`config.mk`:
```
export PLATFORM = sky130hd
export DESIGN_NAME = uart_cmd_parser
export DESIGN_NICKNAME = d
export VERILOG_FILES = /design/src/rtl/uart_cmd_parser.sv
export SDC_FILE = /design/constraint.sdc
export NUM_CORES = 1
export LEC_CHECK = 0
export CORE_MARGIN = 5
export CORE_UTILIZATION = 55
export DETAILED_ROUTE_END_ITERATION = 7
export PLACE_DENSITY_LB_ADDON = 0.1
export SETUP_SLACK_MARGIN = 0.2
export SYNTH_ARGS = -nofsm -noshare
export SYNTH_HDL_FRONTEND = slang
export SYNTH_SLANG_ARGS = --single-unit
```
`constraint.sdc`:
```
create_clock -name clk -period 3.69 [get_ports clk]
set_input_delay 0.369 -clock clk [delete_from_list [all_inputs] [get_ports clk]]
set_output_delay 0.369 -clock clk [all_outputs]
set_load 0.01 [all_outputs]
```
`src/rtl/uart_cmd_parser.sv`:
```
// uart_cmd_parser
//   Command front end between the UART receiver and the stopwatch/watch core.
//   Received ASCII bytes become button pulses, a mode toggle, a soft clear and
//   a framed multi-digit time-set command ('T' + SET_DIGITS digits + CR).
//   Malformed input and set-command timeouts raise a one-cycle err strobe.
//
//   Optional feature macro: UART_CMD_ECHO_EN
//     defined   : received bytes are echoed through a one-entry buffer
//     undefined : tx_data/tx_start tied to zero, tx_busy ignored
//
// Ports
//   clk          system clock
//   rst          asynchronous reset, active-low
//   rx_data      received byte, valid when rx_done=1
//   rx_done      one-cycle strobe, byte available
//   btn_pulse    one-hot button pulse, PULSE_CYC cycles long
//   mode         level, toggled by 'M'/'m'
//   clear_pulse  one-cycle soft-clear strobe
//   set_value    committed BCD digits, first received digit in the top nibble
//   set_valid    one-cycle strobe, set_value updated
//   err          one-cycle error strobe
//   busy         high while a set command is in progress
//   tx_data      echo byte
//   tx_start     echo start strobe
//   tx_busy      UART transmitter busy
module uart_cmd_parser #(
    parameter int unsigned N_BTN       = 4,
    parameter int unsigned PULSE_CYC   = 1,
    parameter int unsigned SET_DIGITS  = 6,
    parameter int unsigned TIMEOUT_CYC = 100_000_000
) (
    input  logic                    clk,
    input  logic                    rst,
    input  logic [7:0]              rx_data,
    input  logic                    rx_done,
    output logic [N_BTN-1:0]        btn_pulse,
    output logic                    mode,
    output logic                    clear_pulse,
    output logic [4*SET_DIGITS-1:0] set_value,
    output logic                    set_valid,
    output logic                    err,
    output logic                    busy,
    output logic [7:0]              tx_data,
    output logic                    tx_start,
    input  logic                    tx_busy
);

    localparam int unsigned PW = $clog2(PULSE_CYC + 1);
    localparam int unsigned TW = (TIMEOUT_CYC > 2) ? $clog2(TIMEOUT_CYC) : 1;
    localparam int unsigned IW = (SET_DIGITS > 1) ? $clog2(SET_DIGITS) : 1;
    localparam int unsigned VW = 4 * SET_DIGITS;

    typedef enum logic [1:0] {IDLE, SET_DIG, SET_END} state_t;

    state_t          state_q, state_d;
    logic [IW-1:0]   idx_q, idx_d;
    logic [VW-1:0]   shadow_q, shadow_d;
    logic [TW-1:0]   to_q, to_d;
    logic [PW-1:0]   cnt_q, cnt_d;
    logic [N_BTN-1:0] btn_q, btn_d;
    logic            mode_q, mode_d;
    logic            clr_q, clr_d;
    logic [VW-1:0]   setv_q, setv_d;
    logic            sv_q, sv_d;
    logic            err_q, err_d;
    logic            busy_q, busy_d;

    logic [7:0]      btn_off;
    logic            is_digit;

    assign btn_off  = rx_data - 8'h31;
    assign is_digit = (rx_data >= 8'h30) && (rx_data <= 8'h39);

    always_comb begin
        state_d  = state_q;
        idx_d    = idx_q;
        shadow_d = shadow_q;
        to_d     = to_q;
        cnt_d    = cnt_q;
        btn_d    = btn_q;
        mode_d   = mode_q;
        clr_d    = 1'b0;
        setv_d   = setv_q;
        sv_d     = 1'b0;
        err_d    = 1'b0;

        if (cnt_q != '0) begin
            if (cnt_q == PW'(1)) begin
                btn_d = '0;
                cnt_d = '0;
            end else begin
                cnt_d = cnt_q - PW'(1);
            end
        end

        case (state_q)
            IDLE: begin
                to_d = '0;
                if (rx_done) begin
                    if (rx_data >= 8'h31 && 32'(btn_off) < N_BTN) begin
                        // new command replaces any active pulse
                        btn_d = N_BTN'(1) << btn_off;
                        cnt_d = PW'(PULSE_CYC);
                    end else if (rx_data == 8'h4D || rx_data == 8'h6D) begin
                        mode_d = ~mode_q;
                    end else if (rx_data == 8'h43 || rx_data == 8'h63) begin
                        clr_d = 1'b1;
                    end else if (rx_data == 8'h54 || rx_data == 8'h74) begin
                        idx_d    = '0;
                        shadow_d = '0;
                        state_d  = SET_DIG;
                    end else if (rx_data == 8'h0D || rx_data == 8'h0A) begin
                        err_d = 1'b0;
                    end else begin
                        err_d = 1'b1;
                    end
                end
            end
            SET_DIG: begin
                if (rx_done) begin
                    // a byte always beats a timeout firing in the same cycle
                    to_d = '0;
                    if (is_digit) begin
                        shadow_d[4*(SET_DIGITS-1-32'(idx_q)) +: 4] = rx_data[3:0];
                        idx_d = idx_q + IW'(1);
                        if (idx_q == IW'(SET_DIGITS - 1)) begin
                            state_d = SET_END;
                        end
                    end else begin
                        err_d    = 1'b1;
                        shadow_d = '0;
                        state_d  = IDLE;
                    end
                end else if (to_q == TW'(TIMEOUT_CYC - 1)) begin
                    err_d    = 1'b1;
                    shadow_d = '0;
                    state_d  = IDLE;
                end else begin
                    to_d = to_q + TW'(1);
                end
            end
            SET_END: begin
                if (rx_done) begin
                    to_d = '0;
                    if (rx_data == 8'h0D) begin
                        setv_d = shadow_q;
                        sv_d   = 1'b1;
                    end else begin
                        err_d = 1'b1;
                    end
                    shadow_d = '0;
                    state_d  = IDLE;
                end else if (to_q == TW'(TIMEOUT_CYC - 1)) begin
                    err_d    = 1'b1;
                    shadow_d = '0;
                    state_d  = IDLE;
                end else begin
                    to_d = to_q + TW'(1);
                end
            end
            default: state_d = IDLE;
        endcase

        busy_d = (state_d != IDLE);
    end

    always_ff @(posedge clk or negedge rst) begin
        if (!rst) begin
            state_q  <= IDLE;
            idx_q    <= '0;
            shadow_q <= '0;
            to_q     <= '0;
            cnt_q    <= '0;
            btn_q    <= '0;
            mode_q   <= 1'b0;
            clr_q    <= 1'b0;
            setv_q   <= '0;
            sv_q     <= 1'b0;
            err_q    <= 1'b0;
            busy_q   <= 1'b0;
        end else begin
            state_q  <= state_d;
            idx_q    <= idx_d;
            shadow_q <= shadow_d;
            to_q     <= to_d;
            cnt_q    <= cnt_d;
            btn_q    <= btn_d;
            mode_q   <= mode_d;
            clr_q    <= clr_d;
            setv_q   <= setv_d;
            sv_q     <= sv_d;
            err_q    <= err_d;
            busy_q   <= busy_d;
        end
    end

    assign btn_pulse   = btn_q;
    assign mode        = mode_q;
    assign clear_pulse = clr_q;
    assign set_value   = setv_q;
    assign set_valid   = sv_q;
    assign err         = err_q;
    assign busy        = busy_q;

`ifdef UART_CMD_ECHO_EN
    logic       echo_full_q, echo_full_d;
    logic [7:0] echo_byte_q, echo_byte_d;
    logic [7:0] tx_data_q, tx_data_d;
    logic       tx_start_q, tx_start_d;

    always_comb begin
        echo_full_d = echo_full_q;
        echo_byte_d = echo_byte_q;
        tx_data_d   = tx_data_q;
        tx_start_d  = 1'b0;
        if (echo_full_q && !tx_busy) begin
            tx_data_d   = echo_byte_q;
            tx_start_d  = 1'b1;
            echo_full_d = 1'b0;
        end
        // a byte landing while the buffer is still full is dropped, even if
        // the buffer drains in this same cycle
        if (rx_done && !echo_full_q) begin
            echo_byte_d = rx_data;
            echo_full_d = 1'b1;
        end
    end

    always_ff @(posedge clk or negedge rst) begin
        if (!rst) begin
            echo_full_q <= 1'b0;
            echo_byte_q <= '0;
            tx_data_q   <= '0;
            tx_start_q  <= 1'b0;
        end else begin
            echo_full_q <= echo_full_d;
            echo_byte_q <= echo_byte_d;
            tx_data_q   <= tx_data_d;
            tx_start_q  <= tx_start_d;
        end
    end

    assign tx_data  = tx_data_q;
    assign tx_start = tx_start_q;
`else
    logic unused_tx_busy;
    assign unused_tx_busy = tx_busy;
    assign tx_data        = '0;
    assign tx_start       = 1'b0;
`endif

endmodule

```
## Word-level counts from Yosys, hierarchy flattened

Index checks and enable logic that the tools add are counted.

| storage, ports and cells | value |
|---|---|
| logic and storage cells | 123 |
| flip-flop bits (word level) | 90 |
| output and inout port bits | 42 |
| input port bits | 12 |

| operators by class | value |
|---|---|
| muxes and demuxes | 60 |
| shift-type cells | 3 |
| add/subtract/negate cells | 5 |
| magnitude comparators | 4 |
| reductions and logical operators | 17 |
| bitwise gates (word level) | 2 |
| equal/unequal tests | 20 |

Operator list:

| operator | count |
|---|---|
| $mux W24 | 9 |
| $pmux W24 S3 | 1 |
| $mux W27 | 2 |
| $pmux W27 S2 | 1 |
| $eq A8 B7 Y1 const B | 6 |
| $neg A32 Y34 | 1 |
| $shift A4 B34 Y24 const A | 1 |
| $shiftx A4 B34 Y24 | 1 |
| $add A27 B1 Y27 const B | 1 |
| $eq A27 B27 Y1 const B | 1 |
| $bwmux W24 | 1 |
| $mux W1 | 22 |
| $mux W3 | 7 |
| $mux W2 | 10 |
| $eq A8 B4 Y1 const B | 2 |
| $ge A8 B6 Y1 const B | 2 |
| $mux W4 | 4 |
| $ne A2 B2 Y1 const B | 7 |
| $le A8 B6 Y1 const B | 1 |
| $lt A8 B3 Y1 const B | 1 |
| $reduce_and A8 Y1 | 1 |
| $shl A1 B8 Y4 const A | 1 |
| $sub A8 B6 Y8 const B | 1 |
| $pmux W2 S3 | 1 |
| other kinds (19) | 26 |

## Depth between registers and ports, before layout

| depth | value |
|---|---|
| depth in word-level cells | 9 |
| gate-level depth with buffers | 9 |
| depth with buffers taken out | 9 |

## Least setup slack after synthesis

OpenSTA, ideal clock, no wires.

| path | value |
|---|---|
| kind | reg2reg |
| start point | register idx_q[1] |
| end point | register shadow_q[8] |
| buffers on the path | 0 |
| data arrival time | 1.974 ns |
| required time | 3.565 ns |
| setup time | 0.125 ns |
| clock period less this slack | 2.099 ns |
| stages on the path, launching flop included | 10 |
| slack | 1.591 ns |
| cell sequence | dfrtp_1 > inv_1 > ha_1 > inv_1 > fa_1 > nor2b_1 > nand4_1 > a21oi_1 > nand2_1 > o2bb2ai_1 |

| between the ends | value |
|---|---|
| cells in the longest elaborated chain, start to end | 7 |
| elaborated cells between the ends (all ways) | 8 |
| those cells by class | add/sub (2); shift (2); mux (4) |

RTL lines:

| what | RTL line | source |
|---|---|---|
| start, declared | 56 | `logic [IW-1:0] idx_q, idx_d;` |
| start signal, assigned | 183 | `idx_q <= idx_d;` |
| $sub A3 B3 Y4 * | 124 | `shadow_d[4*(SET_DIGITS-1-32'(idx_q)) +: 4] = rx_data[3:0];` |
| $neg A32 Y34 * | 124 |  |
| $shiftx A4 B34 Y24 or $shift A4 B34 Y24 (tied branches) | 124 |  |
| $bwmux W24 * | 124 |  |
| $mux W24 * | 123 | `if (is_digit) begin` |
| $mux W24 * | 120 | `if (rx_done) begin` |
| $pmux W24 S3 * | 96 | `case (state_q)` |
| end signal, assigned | 184 | `shadow_q <= shadow_d;` |
| end, declared | 57 | `logic [VW-1:0] shadow_q, shadow_d;` |

Mark *: on every way between the ends. The rest lies on a longest branch, timed or not.
A chain may end at the register's enable or synchronous reset.

## Worst setup path in the final report

| path | value |
|---|---|
| start point | register idx_q[1] |
| end point | register shadow_q[16] |

Same word-level chain as after synthesis.

==> qor.json <==
{
  "cts": {
    "numClockSinks": 90,
    "tritoncts_clock_tree": "done",
    "post_cts.resized_instances": 0,
    "clock_tree.root_cell": "sky130_fd_sc_hd__clkbuf_8",
    "cts_bufs_inserted": 9,
    "clock_path_buffers": 2,
    "post_cts_buffers": 0,
    "clk_pin_slew_worst_paths_ns": 0.09,
    "cts_max_level": 3,
    "clock_insertion_delay_at_the_later_pin_of_the_skew_report_ns": 0.37,
    "cts_hold_buf": 0
  },
  "placement": {
    "hpwlAfterDp_um": 6970,
    "io_buffer_count": 43,
    "finalWeightedCongestion": 0.914
  },
  "logic_synthesis": {
    "netlist_top_cells_area": "sky130_fd_sc_hd__dfrtp_1 47%, sky130_fd_sc_hd__mux2_2 4.5%, sky130_fd_sc_hd__o2bb2ai_1 4.0%",
    "synth-edff-count": 0,
    "synth_warnings": 0,
    "yosysTopAreaCellShare_pct": 46.9,
    "post_synth_instance_area_um2": 4800,
    "syn_inst": 445,
    "avgSynthCellArea_um2": 10.8,
    "synth_async_sr_flop_share_pct": 100,
    "synth_area_leader_cell": "sky130_fd_sc_hd__dfrtp_1",
    "synth.distinct_cells": 68,
    "yosysSeqAreaShare_pct": 46.9,
    "synth.ff_latch_count": 90,
    "synth_flop_cell": "sky130_fd_sc_hd__dfrtp_1"
  },
  "timing": {
    "final_min_period_over_clock_period_pct": 65.6,
    "final_max_slew_viol_count": 0,
    "achievable-frequency_mhz": 413,
    "tightest_slew_ns": 0.988,
    "layout_min_cycle_time_ns": 2.42,
    "rsz0062_at_grt": "false",
    "worst_skew_ns": 0.0110,
    "worst_slew_margin_rel_pct": 34.1,
    "report.final.hold_viol_count": 0,
    "finalSetupViolations": 0,
    "setup_tns_ns": 0
  },
  "critical_path": {
    "data_required_time_at_the_worst_endpoint_ns": 3.94,
    "rrSetupSlack_ns": 1.27,
    "worstRegToRegCells": 9,
    "crit_chain": "inv_1, ha_1, inv_1, fa_1, nor2b_1, nand3_1, a21oi_1, nand2_1, o2bb2ai_1",
    "crit_path_start_kind": "flop",
    "cpPeakStageDelay_ns": 0.48,
    "arrival_ns": 2.67,
    "rr_endpoint": "shadow_q[16]",
    "critPathKind": "flop to flop",
    "worstSetupEndpointType": "flop",
    "cp_max_fo": 5,
    "rr_startpoint": "idx_q[1]",
    "critical_path.most_common_cell": "sky130_fd_sc_hd__inv_1",
    "cp_slowest_cell": "sky130_fd_sc_hd__fa_1"
  },
  "job": {
    "max-cap-violations": 0
  },
  "drt": {
    "top_layer": "met4",
    "via_count": 3527,
    "detail-route-antenna-nets": 0,
    "drt_iter0_markers": 179,
    "route.layer.met1.wl_um": 4560,
    "detail_route.first_pass.iterations": 5,
    "routed_via_density": 5.89,
    "post-route-drc-count": 0,
    "met2WireLength_um": 4610,
    "route.detailed.wl_per_inst_um": 16.2,
    "post_route_wl_um": 9680,
    "wl_met3_um": 370
  },
  "global_routing": {
    "grt_usage_pct": 19.3,
    "number_of_global_route_vias_before_repair": 3410,
    "grt_max_degree": 81,
    "grt_pass1_wl_um": 16400,
    "antenna_violations_before_repair": 0,
    "congestion_overflow_gr": 0
  },
  "cells_and_area": {
    "fillerInstances": 716,
    "combined_area_of_the_multi_input_logic_cells_um2": 2360,
    "ant_diodes": 0,
    "flow.area_growth_from_synthesis_pct": 13.5,
    "drive_gt1_share_pct": 13.2,
    "seqCellArea_um2": 2250,
    "num-nets-final": 513
  },
  "floorplan": {
    "fp.dieH_um": 103,
    "initial_utilization_pct": 55.9,
    "core_region_area_um2": 8590,
    "floorplan.die_area_um2": 10700,
    "die_w_um": 103,
    "boundary_pin_count": 54,
    "rows": 34
  },
  "power_and_ir_drop": {
    "cellPowerDensity_nw_per_um2": 366,
    "p_total_uw": 1990,
    "max-vdd-ir-drop_v": 0.000170,
    "leakagePower_uw": 0.00228
  },
  "status": {
    "outcome": "complete, no violations"
  },
  "worst_hold_path": {
    "holdCritPathClass": "input port to async pin"
  }
}
## per-layer routing
metal	global-route usage (%)	vias up
li1	-	1705
met4	5.58	0
met3	3.22	14
met5	0	-
met1	27.1	1741
met2	31.1	67
## cell usage in the layout (no fill, tap or decap), types with 8 or more instances in the layout
cell / instances
sky130_fd_sc_hd__nor2_1: 24
sky130_fd_sc_hd__o31ai_1: 8
sky130_fd_sc_hd__clkdlybuf4s50_1: 42
sky130_fd_sc_hd__inv_1: 15
sky130_fd_sc_hd__dfrtp_1: 90
sky130_fd_sc_hd__nand2_1: 33
sky130_fd_sc_hd__clkbuf_8: 10
sky130_fd_sc_hd__o21ai_0: 18
sky130_fd_sc_hd__mux2_2: 19
sky130_fd_sc_hd__or3_1: 10
sky130_fd_sc_hd__o2bb2ai_1: 22
sky130_fd_sc_hd__xnor2_1: 8
sky130_fd_sc_hd__nand3_1: 14
sky130_fd_sc_hd__conb_1: 9
sky130_fd_sc_hd__a21oi_1: 30
sky130_fd_sc_hd__ha_1: 14
## layout make-up
class | instances | area share (%)
clock buffer | 10 | 2.53
tap | 108 | 2.48
multi-input combinational | 324 | 43.3
inverter | 15 | 1.03
sequential | 90 | 41.3
timing repair buffer | 46 | 8.27
clock inverter | 6 | 1.03
## registers in the layout, summed over array words and instances, names as in the netlist
register,count
to_q,27
set_value,24
shadow_q,24
btn_pulse,4
idx_q,3
state_q,2
busy,1
clear_pulse,1
cnt_q,1
err,1
mode,1
set_valid,1
## cell families after synthesis
family / Yosys count / synth area share, %
other: 1 / 0.0781
and+or+nand+nor: 153 / 19.8
buffers and inverters: 39 / 4.53
muxes: 30 / 6.88
xor gates and xnor gates: 10 / 1.82
AOI/OAI and AO/OA: 107 / 15.9
adders and majority gates: 15 / 4.07
DFF: 90 / 46.9
## how the worst max path moves through the flow
| stage | start | endpoint | slack (ns) | cells past startpoint |
|---|---|---|---|---|
| 6_report | idx_q[1] | shadow_q[16] | 1.27 | 9 |
| 5_1_grt | rx_data[0] | btn_pulse[0] | 1.08 | 8 |
| 4_1_cts | rx_data[0] | btn_pulse[1] | 1.29 | 8 |
| 3_5_place_dp | rx_data[0] | btn_pulse[1] | 0.92 | 8 |
| 3_3_place_gp | rx_data[0] | btn_pulse[3] | 0.94 | 8 |
| 2_1_floorplan | idx_q[1] | shadow_q[8] | 1.59 | 9 |
## per-stage QoR
| step | setup WS [ns] | hold WS, ns | util (%) | area, um^2 | instances |
|---|---|---|---|---|---|
| 2_1_floorplan | 1.59 | 0.0734 | - | 4830 | 453 |
| 3_3_place_gp | 0.935 | 0.460 | 61.2 | 5260 | 583 |
| 3_5_place_dp | 0.924 | 0.465 | 61.2 | 5260 | 583 |
| 4_1_cts | 1.29 | 0.204 | 63.4 | 5450 | 599 |
| 5_1_grt | 1.08 | 0.234 | 63.4 | 5450 | 599 |
| 6_report | 1.27 | 0.149 | 63.4 | 5450 | 599 |
## Yosys cell counts, types with 3 or more instances
cell,count
sky130_fd_sc_hd__nand3_1,14
sky130_fd_sc_hd__mux2i_1,6
sky130_fd_sc_hd__nand2b_1,7
sky130_fd_sc_hd__and3_2,3
sky130_fd_sc_hd__dfrtp_1,90
sky130_fd_sc_hd__buf_2,4
sky130_fd_sc_hd__a31oi_1,3
sky130_fd_sc_hd__o31ai_1,8
sky130_fd_sc_hd__mux2_2,19
sky130_fd_sc_hd__mux2_1,5
sky130_fd_sc_hd__o21ai_0,18
sky130_fd_sc_hd__nand3b_1,3
sky130_fd_sc_hd__buf_4,13
sky130_fd_sc_hd__and2_1,3
sky130_fd_sc_hd__inv_1,15
sky130_fd_sc_hd__a22o_1,4
sky130_fd_sc_hd__or3_1,10
sky130_fd_sc_hd__o21ai_1,4
sky130_fd_sc_hd__nand4b_1,4
sky130_fd_sc_hd__ha_1,14
sky130_fd_sc_hd__nor2_1,24
sky130_fd_sc_hd__nand4_1,7
sky130_fd_sc_hd__nand2_1,33
sky130_fd_sc_hd__nor4_1,4
sky130_fd_sc_hd__xnor2_1,8
sky130_fd_sc_hd__or4_1,4
sky130_fd_sc_hd__and4_2,4
sky130_fd_sc_hd__nor2b_1,6
sky130_fd_sc_hd__o2bb2ai_1,22
sky130_fd_sc_hd__a21oi_1,30
sky130_fd_sc_hd__clkbuf_1,5
## worst max-delay path: cells and delay by family (launching register included)
| family | cells | cell delay, ns |
|---|---|---|
| adder cells (fa/ha/maj) | 2 | 0.65 |
| AND/OR/NAND/NOR | 3 | 0.64 |
| flip-flops | 1 | 0.41 |
| AO/OA/AOI/OAI | 2 | 0.38 |
| buffers and inverters | 2 | 0.21 |
## power by group
part	internal (uW)	leakage, uW	switching, uW	total [uW]
combinational	107	0.000933	185	292
clock	280	0.0000977	387	667
sequential	1010	0.00124	20.3	1030
(Power assumes the default switching activity.)
